### src/rtl/axi_lite_slave_mem.sv
// AXI4-Lite slave with a word-addressed internal memory; independent single-outstanding write and read paths.
// Build option AXI_SLAVE_MEM_RANGE_ERR_EN: out-of-range accesses answer SLVERR instead of wrapping.
//
// state  | meaning
// W_IDLE | collecting AW and W (either order), commit once both are held
// W_RESP | BVALID asserted, waiting for BREADY
// R_IDLE | ARREADY asserted, waiting for an address
// R_DATA | RVALID/RLAST asserted, waiting for RREADY
module axi_lite_slave_mem #(
  parameter int ADDR_WIDTH = 32,
  parameter int DATA_WIDTH = 32,
  parameter int DEPTH      = 16
) (
  input  logic                      ACLK,
  input  logic                      ARESETn,
  input  logic                      S_AXI_AWVALID,
  output logic                      S_AXI_AWREADY,
  input  logic [ADDR_WIDTH-1:0]     S_AXI_AWADDR,
  input  logic [7:0]                S_AXI_AWPROT,
  input  logic                      S_AXI_WVALID,
  output logic                      S_AXI_WREADY,
  input  logic [DATA_WIDTH-1:0]     S_AXI_WDATA,
  input  logic [DATA_WIDTH/8-1:0]   S_AXI_WSTRB,
  input  logic                      S_AXI_WLAST,
  output logic                      S_AXI_BVALID,
  input  logic                      S_AXI_BREADY,
  output logic [1:0]                S_AXI_BRESP,
  input  logic                      S_AXI_ARVALID,
  output logic                      S_AXI_ARREADY,
  input  logic [ADDR_WIDTH-1:0]     S_AXI_ARADDR,
  input  logic [7:0]                S_AXI_ARPROT,
  output logic                      S_AXI_RVALID,
  input  logic                      S_AXI_RREADY,
  output logic [DATA_WIDTH-1:0]     S_AXI_RDATA,
  output logic [1:0]                S_AXI_RRESP,
  output logic                      S_AXI_RLAST
);

  localparam int STRB_W = DATA_WIDTH / 8;
  localparam int OFS    = $clog2(STRB_W);
  localparam int IDX_W  = $clog2(DEPTH);

  typedef enum logic { W_IDLE, W_RESP } w_state_e;
  typedef enum logic { R_IDLE, R_DATA } r_state_e;

  w_state_e                w_state_q;
  logic                    aw_rdy_q, w_rdy_q, aw_held_q, w_held_q;
  logic [ADDR_WIDTH-1:0]   awaddr_q;
  logic [DATA_WIDTH-1:0]   wdata_q;
  logic [STRB_W-1:0]       wstrb_q;
  logic                    bvalid_q;
  logic [1:0]              bresp_q;

  r_state_e                r_state_q;
  logic                    ar_rdy_q, rvalid_q;
  logic [DATA_WIDTH-1:0]   rdata_q;
  logic [1:0]              rresp_q;

  logic [DATA_WIDTH-1:0]   mem_q [DEPTH];

  logic                    aw_hs, w_hs, ar_hs, aw_have_d, w_have_d, commit_d;
  logic [ADDR_WIDTH-1:0]   wr_addr_d;
  logic [DATA_WIDTH-1:0]   wr_data_d;
  logic [STRB_W-1:0]       wr_strb_d;
  logic [IDX_W-1:0]        wr_idx_d, rd_idx_d;
  logic                    wr_err_d, rd_err_d;

  function automatic logic out_of_range(input logic [ADDR_WIDTH-1:0] a);
    return (a >> (OFS + IDX_W)) != '0;
  endfunction

  assign aw_hs     = S_AXI_AWVALID & aw_rdy_q;
  assign w_hs      = S_AXI_WVALID & w_rdy_q;
  assign ar_hs     = S_AXI_ARVALID & ar_rdy_q;
  assign aw_have_d = aw_held_q | aw_hs;
  assign w_have_d  = w_held_q | w_hs;
  assign commit_d  = (w_state_q == W_IDLE) & aw_have_d & w_have_d;

  // Address/data come from the latch if captured earlier, else straight from the bus this cycle.
  assign wr_addr_d = aw_held_q ? awaddr_q : S_AXI_AWADDR;
  assign wr_data_d = w_held_q ? wdata_q : S_AXI_WDATA;
  assign wr_strb_d = w_held_q ? wstrb_q : S_AXI_WSTRB;
  assign wr_idx_d  = wr_addr_d[OFS +: IDX_W];
  assign rd_idx_d  = S_AXI_ARADDR[OFS +: IDX_W];

`ifdef AXI_SLAVE_MEM_RANGE_ERR_EN
  assign wr_err_d = out_of_range(wr_addr_d);
  assign rd_err_d = out_of_range(S_AXI_ARADDR);
`else
  assign wr_err_d = 1'b0;
  assign rd_err_d = 1'b0;
`endif

  logic unused_ok;
  assign unused_ok = ^{S_AXI_AWPROT, S_AXI_ARPROT, S_AXI_WLAST, wr_addr_d, S_AXI_ARADDR};

  always_ff @(posedge ACLK) begin
    if (commit_d && !wr_err_d) begin
      for (int b = 0; b < STRB_W; b++) begin
        if (wr_strb_d[b]) mem_q[wr_idx_d][8*b +: 8] <= wr_data_d[8*b +: 8];
      end
    end
  end

  always_ff @(posedge ACLK or negedge ARESETn) begin
    if (!ARESETn) begin
      w_state_q <= W_IDLE;
      aw_rdy_q  <= 1'b0;
      w_rdy_q   <= 1'b0;
      aw_held_q <= 1'b0;
      w_held_q  <= 1'b0;
      awaddr_q  <= '0;
      wdata_q   <= '0;
      wstrb_q   <= '0;
      bvalid_q  <= 1'b0;
      bresp_q   <= 2'b00;
    end else begin
      case (w_state_q)
        W_IDLE: begin
          if (commit_d) begin
            aw_held_q <= 1'b0;
            w_held_q  <= 1'b0;
            aw_rdy_q  <= 1'b0;
            w_rdy_q   <= 1'b0;
            bvalid_q  <= 1'b1;
            bresp_q   <= wr_err_d ? 2'b10 : 2'b00;
            w_state_q <= W_RESP;
          end else begin
            aw_held_q <= aw_have_d;
            w_held_q  <= w_have_d;
            aw_rdy_q  <= ~aw_have_d;
            w_rdy_q   <= ~w_have_d;
            if (aw_hs) awaddr_q <= S_AXI_AWADDR;
            if (w_hs) begin
              wdata_q <= S_AXI_WDATA;
              wstrb_q <= S_AXI_WSTRB;
            end
          end
        end
        W_RESP: begin
          if (S_AXI_BREADY) begin
            bvalid_q  <= 1'b0;
            bresp_q   <= 2'b00;
            aw_rdy_q  <= 1'b1;
            w_rdy_q   <= 1'b1;
            w_state_q <= W_IDLE;
          end
        end
      endcase
    end
  end

  // Read samples mem_q before any same-edge commit lands, so a colliding read returns old data.
  always_ff @(posedge ACLK or negedge ARESETn) begin
    if (!ARESETn) begin
      r_state_q <= R_IDLE;
      ar_rdy_q  <= 1'b0;
      rvalid_q  <= 1'b0;
      rdata_q   <= '0;
      rresp_q   <= 2'b00;
    end else begin
      case (r_state_q)
        R_IDLE: begin
          if (ar_hs) begin
            rdata_q   <= rd_err_d ? '0 : mem_q[rd_idx_d];
            rresp_q   <= rd_err_d ? 2'b10 : 2'b00;
            rvalid_q  <= 1'b1;
            ar_rdy_q  <= 1'b0;
            r_state_q <= R_DATA;
          end else begin
            ar_rdy_q <= 1'b1;
          end
        end
        R_DATA: begin
          if (S_AXI_RREADY) begin
            rvalid_q  <= 1'b0;
            ar_rdy_q  <= 1'b1;
            r_state_q <= R_IDLE;
          end
        end
      endcase
    end
  end

  assign S_AXI_AWREADY = aw_rdy_q;
  assign S_AXI_WREADY  = w_rdy_q;
  assign S_AXI_BVALID  = bvalid_q;
  assign S_AXI_BRESP   = bresp_q;
  assign S_AXI_ARREADY = ar_rdy_q;
  assign S_AXI_RVALID  = rvalid_q;
  assign S_AXI_RDATA   = rdata_q;
  assign S_AXI_RRESP   = rresp_q;
  assign S_AXI_RLAST   = rvalid_q;

endmodule

### config.mk
export PLATFORM = sky130hd
export DESIGN_NAME = axi_lite_slave_mem
export DESIGN_NICKNAME = d
export VERILOG_FILES = /design/src/rtl/axi_lite_slave_mem.sv
export SDC_FILE = /design/constraint.sdc
export NUM_CORES = 1
export LEC_CHECK = 0
export ABC_AREA = 1
export CAP_MARGIN = 20
export CORE_MARGIN = 8
export CORE_UTILIZATION = 43
export DETAILED_ROUTE_END_ITERATION = 12
export GPL_ROUTABILITY_DRIVEN = 0
export PLACE_DENSITY = 0.62
export SLEW_MARGIN = 15
export SYNTH_ARGS = -nofsm -noshare
export SYNTH_HDL_FRONTEND = slang
export SYNTH_SLANG_ARGS = --single-unit
### constraint.sdc
create_clock -name ACLK -period 2.4 [get_ports ACLK]
set_input_delay 0.48 -clock ACLK [delete_from_list [all_inputs] [get_ports ACLK]]
set_output_delay 0.48 -clock ACLK [all_outputs]
set_load 0.005 [all_outputs]
==> out/results.tsv <==
metric	value	unit
r2r_slack	190	ps
antenna_found_initial	1	
synth_top_area_cell	edfxtp_1	
grt_max_degree	108	
status	complete, no violations	
critPathTopFamily	simple AND/OR/NAND/NOR gates	
cts-buffers-inserted	59	
max_cap_viol_count	0	
netlist_area	24500	um2
drtPass1Iterations	5	
ir_drop	646	uV
num_antenna_cells	0	
grtUsageTotal	18.4	%
cts_sinks	593	
h-tree-depth	2	
synthTopCellsByCount	nand2_1 (870), edfxtp_1 (512), nand3_1 (386), dfrtp_1 (81), o21ai_0 (79)	
drt_iter0_markers	1524	
vias	16300	
fin_crit	2210	ps
report.final.hold_viol_count	0	
ys_ff_latch	593	
worstPathRequired	2710	ps
rows	87	
dieWidth	255	um
hold_class	in2async	
synth_edf_count	512	
reg2reg_from	aw_held_q	
cp_slowest_cell	dfrtp_1	
cts.path.max_buffers	3	
setup_slack	187	ps
cts_tree	built	
path_class	reg2reg	
cp_num_buf_inv	2	
power.density	987	nW/um2
tightest_slew	518	ps
vias_per_cell	5.10	
syn_inst	2217	
grt_pass1_wl	92400	um
die_area	65000	um2
ios	166	
syn_area_per_cell	11.1	um2
drc_errors	0	
path_max_fanout	10	
core_area	56400	um2
fp.dieH	255	um
clk_pin_slew	60	ps
grt_pass1_vias	15700	
insertion_delay	610	ps
startpoint	aw_held_q	
setup_viol	0	
drt-total-wl	59500	um
fin_nets	2516	
post-synth-top-area-fraction	62.7	%
synth_flop_cell	edfxtp_1	
ant_nets	0	
yosysMostFrequentCell	nand2_1	
end_kind	register	
place_hpwl	37900	um
regToRegEndpoint	mem_q[9][3]	
fin_setup_tns	0	ps
yosysWarningCount	0	
cts_root_buf	clkbuf_16	
maxSlewViolCount	0	
ys_types	25	
grt_overflow	0	
post-route-util	51.5	%
grt_setup_unrepaired	false	
cp_slowest_stage_delay	530	ps
port_buffers	88	
reg2reg_depth	6	
max-slew-margin-rel	65.5	%
post_cts_buffers	0	
skew	16.0	ps
ys_seq_area_share	70.9	%
wire_per_inst	18.6	um
start_util	43.5	%
fmax	452	MHz
finalCritPeriodShare	92.2	%
async_reset_ff_share	13.7	%
drive_gt1_share	11.5	%
dp_slack	-185	ps
worst_ep_arrival_time	2520	ps
synth_area_leaders	edfxtp_1 (63%), nand2_1 (13%), dfrtp_1 (8.3%)	
syn_to_final_growth	18.2	%
start_kind	register	
worstPathCellList	o21ai_1 > buf_4 > nor2_1 > nand2_1 > nor2_1 > buf_4	
p_leak	11.3	nW
## cells by family (layout without fill, tap and decap cells)
kind of cell / after synthesis / in the layout / synth area share (%)
AND/OR/NAND/NOR: 1341 / 1341 / 22.7
flip-flops: 593 / 593 / 70.9
buffers and inverters: 195 / 416 / 4.60
AO/OA/AOI/OAI: 87 / 87 / 1.82
other: 1 / 4 / 0.0153
## worst max path at each step
stage | end | slack (ps) | cells past startpoint
floorplan | mem_q[10][0] | 530 | 6
global placement | mem_q[13][21] | -190 | 8
detailed placement | mem_q[15][23] | -190 | 8
CTS | mem_q[15][23] | 170 | 7
global route | mem_q[4][11] | 40 | 8
finish | mem_q[9][3] | 190 | 6
## power breakdown
group | total [W] | switching, W | internal [W]
logic | 0.00539 | 0.00353 | 0.00185
registers | 0.0134 | 0.000444 | 0.0130
clock network | 0.00981 | 0.00381 | 0.00600
## registers in the layout, summed over array words and instances (netlist names)
name           cells
S_AXI_ARREADY      1
S_AXI_AWREADY      1
S_AXI_BVALID       1
S_AXI_RDATA       32
S_AXI_RLAST        1
S_AXI_WREADY       1
aw_held_q          1
awaddr_q           4
mem_q            512
r_state_q          1
w_held_q           1
w_state_q          1
wdata_q           32
wstrb_q            4
## layout make-up
| class | count | area (um2) |
|---|---|---|
| inverter | 59 | 229 |
| timing repair buffer | 247 | 2320 |
| clock inverter | 38 | 529 |
| sequential | 593 | 17400 |
| tap | 756 | 946 |
| fill | 4939 | 27400 |
| multi-input combinational | 1432 | 6040 |
| clock buffer | 72 | 1560 |
## stage by stage
step                cells  instance area [um2]  hold slack [ps]  total power [W]
finish               3197                29000              370           0.0286
floorplan            2220                24600              184           0.0162
global placement     3086                26900              424           0.0189
detailed placement   3086                26900              431           0.0191
CTS                  3197                29000              361           0.0289
global route         3197                29000              414           0.0299
## timing repair
action	4_1_cts	5_1_grt
hold buffers	1	0
setup endpoints to repair	0	6
resized for setup	0	1
endpoints found under the hold margin	29	0
## cell usage in the layout (no fill, tap or decap), types with 13 or more instances in the layout
cell type / n
nor2_1: 76
inv_1: 54
nand3_1: 386
clkdlybuf4s50_1: 84
o21ai_0: 66
buf_4: 140
edfxtp_1: 512
bufinv_16: 13
clkbuf_16: 59
clkinv_2: 16
o21ai_1: 13
dfrtp_1: 80
buf_12: 20
nand2_1: 869
## per-layer routing
layer | vias to the layer above | track usage [%] | share of wire (%)
li1 | 7875 | - | -
met1 | 7784 | 25.9 | 44
met2 | 544 | 29.8 | 47
met3 | 86 | 2.91 | 6.9
met4 | 0 | 4.99 | 2.3
met5 | - | 0 | 0
Note: power is estimated with default switching activity, not from simulation.
==> edit (same flow settings) <==
Make the reset (`ARESETn`) synchronous in 2 clocked blocks.
--- a/src/rtl/axi_lite_slave_mem.sv
+++ b/src/rtl/axi_lite_slave_mem.sv
@@ -102,7 +102,7 @@
     end
   end
 
-  always_ff @(posedge ACLK or negedge ARESETn) begin
+  always_ff @(posedge ACLK) begin
     if (!ARESETn) begin
       w_state_q <= W_IDLE;
       aw_rdy_q  <= 1'b0;
@@ -151,7 +151,7 @@
   end
 
   // Read samples mem_q before any same-edge commit lands, so a colliding read returns old data.
-  always_ff @(posedge ACLK or negedge ARESETn) begin
+  always_ff @(posedge ACLK) begin
     if (!ARESETn) begin
       r_state_q <= R_IDLE;
       ar_rdy_q  <= 1'b0;
Check against the original RTL: differs if ARESETn is asserted again (counterexample within 4 cycles, from zero or initial values and one cycle with ARESETn low); with ARESETn held inactive, the same outputs for 4 cycles.
==> edit against the original RTL <==
Sequential cell count stayed put; setup slack gained 0.0084 ns; synthesized area rose by 2.7%; wire length increased by 9.4%; non-clock buffer count unchanged; cell area increased by 3.4%; via count is 11% higher; synthesized cell count rose by 18%; global-route usage grew 0.88 points; critical path type unchanged; critical endpoint is now mem_q[0][23]; highest routed layer unchanged.
Power is not compared: it rests on default switching activity, and its combinational part moved more than twofold at a synthesized area within 25%.
==> edit: results <==
set metrics [dict create \
    finalNetCount 2912 \
    register_area_um2 17000 \
    synthToLayoutAreaGrowth_pct 19.0 \
    ys_async_sr_fraction_pct 0 \
    clockBufferCount 69 \
    tightest_slew_ns 0.683 \
    r2r_end "mem_q[0][23]" \
    wl_met2_um 30300 \
    multi_input_cells 1580 \
    wl_met1_um 28400 \
    num-nonclk-inverters 306 \
    layout.nonclk_buf_share_pct 7.94 \
    ys_top_cells_by_count "nand2_1, edfxtp_1, nand3_1, inv_1, nor2_1" \
    cp-start-kind "flip-flop" \
    wirelength_um 65100 \
    synth_seq_area_share_pct 67.4 \
    max_stage_delay_ns 0.44 \
    synthTopCellsByArea "edfxtp_1, nand2_1, nand3_1" \
    cp_slowest_cell "dfxtp_1" \
    multi_input_area_share_pct 21.6 \
    vias_per_cell 5.03 \
    cts_buffers 60 \
    worstRegToRegCells 8 \
    antenna_found_initial 3 \
    hold_path_class "in2reg" \
    grt_pass1_vias 17700 \
    placed_area_um2 28000 \
    ir_worst_vdd_mv 0.522 \
    crit_fanout 8 \
    dr.pass1.iters 6 \
    multi_input_area_um2 6460 \
    grtUsageTotal_pct 19.3 \
    r2r-start "aw_held_q" \
    num-fill-cells 5128 \
    postCtsSetupBuffers 0 \
    finalClockSkew_ns 0.0242 \
    clk_share_pct 6.79 \
    drive_above_1_share_pct 9.40 \
    yosysUniqueCellTypes 22 \
    grt_pass1_wl_um 101000 \
    outcome "finished clean" \
    cp.arrival_ns 2.51 \
    route.met3.wl_um 4700 \
    place_ws_ns -0.146 \
    final_util_pct 51.9 \
    min_period_ns 2.20 \
    first_iter_violations 1624 \
    hold_ws_ns 0.472 \
]
[edit: metrics by stage]
step,setup TNS [ns],cells
floorplan,0,2620
global placement,-15.27,3491
detailed placement,-21.02,3491
CTS,0,3604
global route,0,3604
finish,0,3604
[edit: power by group through the flow]
| stage | combinational [mW] | sequential, mW | clock (mW) |
|---|---|---|---|
| after floorplan | 1.03 | 11.7 | 0 |
| after global placement | 2.01 | 11.7 | 0 |
| after detailed placement | 2.03 | 11.7 | 0 |
| after CTS | 2.03 | 11.5 | 9.76 |
| after global routing | 2.22 | 11.5 | 10.1 |
| final | 2.03 | 11.5 | 9.60 |
[edit: logic make-up (layout without fill, tap and decap cells)]
logic type,count (synthesis),in the layout,synth area share (%)
buffers and inverters,447,666,7.00
and+or+nand+nor,1524,1524,24.5
AOI/OAI and AO/OA,52,52,1.05
other,1,4,0.0149
DFF,593,593,67.4
[edit: layer usage]
layer,vias to the layer above,global-route usage [%]
li1,8753,-
met1,8612,26.4
met2,635,31.4
met3,117,2.98
met4,0,6.11
met5,-,0
